$ cat src/rtl/dd_pkg.sv
// dd_pkg: shared state encoding and digit-count helper for the double dabble converter
package dd_pkg;
  typedef enum logic [1:0] {IDLE, SHIFT, DONE} state_t;
  function automatic int min_digits(input int width);
    longint unsigned v;
    int d;
    v = (64'd1 << width) - 64'd1;
    d = 1;
    while (v >= 64'd10) begin
      v = v / 64'd10;
      d++;
    end
    return d;
  endfunction
endpackage

$ cat src/rtl/dd_digit_adj.sv
// dd_digit_adj: add 3 to a BCD scratch digit that is 5 or more, no carry out
module dd_digit_adj (
  input  logic [3:0] d,
  output logic [3:0] q
);
  // a digit that would reach 10+ after doubling is pre-biased so the shift carries into the next digit
  always_comb q = (d >= 4'd5) ? d + 4'd3 : d;
endmodule

$ cat src/rtl/seq_double_dabble.sv
// seq_double_dabble: bit-serial binary-to-BCD converter with start/busy/done handshake
module seq_double_dabble
  import dd_pkg::*;
#(
  parameter int BIN_W  = 8,
  parameter int DIGITS = 3
) (
  input  logic                  clk,
  input  logic                  rst,
  input  logic                  start,
  input  logic [BIN_W-1:0]      bin,
  output logic                  busy,
  output logic                  done,
  output logic [4*DIGITS-1:0]   bcd,
  output logic                  overflow
);
  localparam int BW = 4 * DIGITS;
  localparam int CW = (BIN_W > 1) ? $clog2(BIN_W) : 1;
  state_t          state, state_nx;
  logic [BIN_W-1:0] sh;
  logic [BW-1:0]    scr, adj;
  logic [CW-1:0]    cnt;
  logic             ovf_s, accept, last;
  for (genvar d = 0; d < DIGITS; d++) begin : g_adj
    dd_digit_adj u_adj (.d(scr[4*d +: 4]), .q(adj[4*d +: 4]));
  end
  assign accept = start && (state == IDLE || state == DONE);
  assign last   = (state == SHIFT) && (cnt == '0);
  assign busy   = (state == SHIFT);
  assign done   = (state == DONE);
  // next state: accepting wins, then the final shift, DONE falls back to IDLE
  always_comb begin
    state_nx = state;
    state_nx = accept ? SHIFT : last ? DONE : (state == DONE) ? IDLE : state;
  end
  // state, shift datapath, and result registers; results only change when entering DONE
  always_ff @(posedge clk) begin
    if (rst) begin
      state    <= IDLE;
      sh       <= '0;
      scr      <= '0;
      cnt      <= '0;
      ovf_s    <= 1'b0;
      bcd      <= '0;
      overflow <= 1'b0;
    end else begin
      state <= state_nx;
      if (accept) begin
        sh    <= bin;
        scr   <= '0;
        ovf_s <= 1'b0;
        cnt   <= CW'(BIN_W - 1);
      end else if (state == SHIFT) begin
        {scr, sh} <= {adj[BW-2:0], sh, 1'b0};
        ovf_s     <= ovf_s | adj[BW-1];
        cnt       <= cnt - CW'(1);
      end
      if (last) begin
        bcd      <= {adj[BW-2:0], sh[BIN_W-1]};
        overflow <= ovf_s | adj[BW-1];
      end
    end
  end
endmodule

$ cat config.mk
export PLATFORM = sky130hd
export DESIGN_NAME = seq_double_dabble
export DESIGN_NICKNAME = d
export VERILOG_FILES = /design/src/rtl/dd_pkg.sv /design/src/rtl/dd_digit_adj.sv /design/src/rtl/seq_double_dabble.sv
export SDC_FILE = /design/constraint.sdc
export NUM_CORES = 1
export LEC_CHECK = 0
export BUFFER_PORTS_ARGS = -buffer_cell sky130_fd_sc_hd__buf_2
export CAP_MARGIN = 15
export CELL_PAD_IN_SITES_DETAIL_PLACEMENT = 1
export CELL_PAD_IN_SITES_GLOBAL_PLACEMENT = 1
export CORE_MARGIN = 5
export CORE_UTILIZATION = 45
export DETAILED_ROUTE_END_ITERATION = 8
export GPL_ROUTABILITY_DRIVEN = 0
export HOLD_SLACK_MARGIN = 0.12
export PLACE_DENSITY_LB_ADDON = 0.1
export SLEW_MARGIN = 15
export SYNTH_ARGS = -nofsm -noshare
export SYNTH_HDL_FRONTEND = slang
export SYNTH_SLANG_ARGS = --single-unit
$ cat constraint.sdc
create_clock -name clk -period 4 [get_ports clk]
set_clock_uncertainty 0.1 [all_clocks]
set_input_delay 0.6 -clock clk [delete_from_list [all_inputs] [get_ports clk]]
set_output_delay 0.6 -clock clk [all_outputs]
set_load 0.02 [all_outputs]
==> results.cfg <==
[clocking]
cts_root_buf = clkbuf_8
cts_hold_buffers = 0
postCtsSetupRepairBufs = 0
clock_latency_ns = 0.29
post_cts_resized = 0
numCtsBuffers = 5
cts.sinks = 39
clock_path_buffers = 2
htree_levels = 2
clk_pin_slew_ns = 0.08
cts_tree = built

[yosys]
synth_compound_area_frac = 0.189
synth_ff_type = dfxtp_1
avgSynthCellArea_um2 = 8.92
syn-instance-count = 203
synth_top_family_by_area = compound AO/OA/AOI/OAI gates
synthAdderAreaFrac = 0.0552
synthXorXnorAreaFrac = 0.0242
synth_simple_gate_area_frac = 0.186
synth.top_cell.area_share = 0.431
synth_top_area_cell = dfxtp_1
synth_seq_cells = 39
syn_nets = 222
ys_warn_count = 0
synth.cell_area_mm2 = 0.00181
synthTopCellsByArea = dfxtp_1, ha_1, o22ai_1
synth_edf_count = 0
synth_mux_area_frac = 0.0463
yosysUniqueCellTypes = 27
ys_seq_area_frac = 0.431
synthArstFlopShare = 0

[floorplanning]
fp.dieH_um = 73.5
dieArea_mm2 = 0.00539
dieWidth_um = 73.5
ioPinCount = 26
start_util = 0.460
coreArea_mm2 = 0.00394
rows = 23

[critical_path]
start_kind = flip-flop
worst-setup-path-type = reg -> reg
endpoint_kind = flip-flop
cp.arrival_ns = 2.36
crit_path_max_fanout = 14
cpMaxStageDelayCell = dfxtp_1
cp_slowest_stage_delay_ns = 0.57
critPathRequiredTime_ns = 4.09
cp_common_cell = nand2b_1
crit_chain = nand2b_1, nand2b_1, or2_1, o22ai_1

[finish]
fin_nets = 241
layout-drive-gt1-share = 0.175
fin_area_mm2 = 0.00201
area_delta_synth_final_pct = 10.7
fin_util = 0.509
antennaDiodeCount = 0

[timing]
period_share = 0.565
slew_headroom = 0.656
max_freq_mhz = 442
hold_viol_final = 0
period_needed_ns = 2.26
maxSlewViolCount = 0
tightest_slew_ns = 0.517
hold-worst-slack_ns = 0.387
finalSetupViolations = 0
fin_tns_setup_ns = 0
rsz0062_at_grt = false

[global_routing]
grt_pass1_vias = 1586
met2_usage = 0.297
antenna_found_initial = 0
met3_usage = 0.0438
grt_max_degree = 29
use_met1 = 0.212
grt.overflow.total = 0
track_usage = 0.174
grt_pass1_wl_um = 7360
grt_most_used_layer = met2

[routing]
drt_first_pass_iters = 4
totalWireLength_um = 4240
wire_per_inst_um = 15.5
antenna_left = 0
drcViolationCount = 0
vias = 1508
drt_iter0_drc = 59
via_per_inst = 5.52

[placed_design]
hpwlAfterDp_um = 3070
dpl-instance-area_mm2 = 0.00192
port_buffers = 25

[run_status]
status = complete, no violations

[pwr]
ir_worst_vdd_mv = 0.245
p_leak_nw = 0.741
p_per_area_mw_per_mm2 = 404

[job]
cap_violations = 0

[min_path]
hold_path_class = reg -> reg
-- logic make-up after synthesis --
| logic type | after synthesis |
|---|---|
| simple gates | 64 |
| compound gates | 55 |
| flops | 39 |
| buf+inv | 24 |
| mux | 8 |
| fa+ha+maj | 8 |
| xor+xnor | 5 |
-- where the power goes --
group          switching, mW  leakage, nW  internal, mW
Clock                  0.138       0.0412         0.122
Combinational         0.0762        0.382        0.0476
Sequential            0.0167        0.318         0.410
Total                  0.231        0.741         0.579
-- cells in the mapped netlist, types with 3 or more instances --
| cell | instances |
|---|---|
| buf_2 | 3 |
| a21oi_1 | 17 |
| nor2_1 | 17 |
| nand2_1 | 13 |
| mux2i_1 | 5 |
| ha_1 | 8 |
| o22ai_1 | 16 |
| xnor2_1 | 5 |
| clkbuf_1 | 6 |
| nor3b_1 | 7 |
| nand2b_1 | 12 |
| nand3_1 | 3 |
| a211oi_1 | 13 |
| mux2_2 | 3 |
| o21ai_0 | 7 |
| nor2b_1 | 4 |
| buf_6 | 3 |
| dfxtp_1 | 39 |
| inv_1 | 10 |
| nor3_1 | 5 |
-- cell type report --
| type | count | area (um2) |
|---|---|---|
| Clock buffer | 6 | 72.6 |
| Inverter | 11 | 46.3 |
| Clock inverter | 2 | 12.5 |
| Tap cell | 50 | 62.6 |
| Fill cell | 474 | 1940 |
| Multi-Input combinational cell | 140 | 906 |
| Timing Repair Buffer | 25 | 125 |
| Sequential cell | 39 | 781 |
-- state kept, by name (all words and copies together) (netlist names) --
register / flops
scr: 12
sh: 8
bcd: 12
overflow: 1
ovf_s: 1
state: 2
cnt: 3
-- layout by cell type, fill, tap and decap left out, drive strengths merged, types with 6 or more instances in the layout --
cell type,n
o21ai,7
clkbuf,6
nor2,17
nand2b,13
nor3b,7
dfxtp,39
inv,11
o22ai,16
a21oi,17
ha,8
nand2,13
buf,25
a211oi,13
-- worst max-delay path: cells and delay by family, from the launching register on --
kind | cells | cell delay, ns
AO/OA/AOI/OAI | 1 | 0.23
AND/OR/NAND/NOR | 3 | 1.26
flip-flops | 1 | 0.57
-- routing by layer --
metal,share of wire,up-vias
met5,0,-
met4,0.010,0
met3,0.035,5
met2,0.50,20
met1,0.45,733
li1,-,750
-- worst paths after layout --
| path | start | endpoint | slack [ns] | cells past startpoint |
|---|---|---|---|---|
| setup / recovery | state[0] | scr[10] | 1.74 | 4 |
| setup reg to reg | state[0] | scr[10] | 1.74 | 4 |
| hold / removal | bcd[6] | bcd[6] | 0.39 | 2 |
| hold reg to reg | bcd[6] | bcd[6] | 0.39 | 2 |
-- metrics by stage --
| stage | cells | worst slack (ns) | power, mW |
|---|---|---|---|
| after detailed placement | 265 | 1.70 | 0.560 |
| after CTS | 273 | 1.77 | 0.821 |
| after floorplan | 203 | 2.36 | 0.532 |
| after global routing | 273 | 1.58 | 0.860 |
| final | 273 | 1.74 | 0.810 |
| after global placement | 265 | 1.83 | 0.551 |
Note: power is estimated with default switching activity, not from simulation.
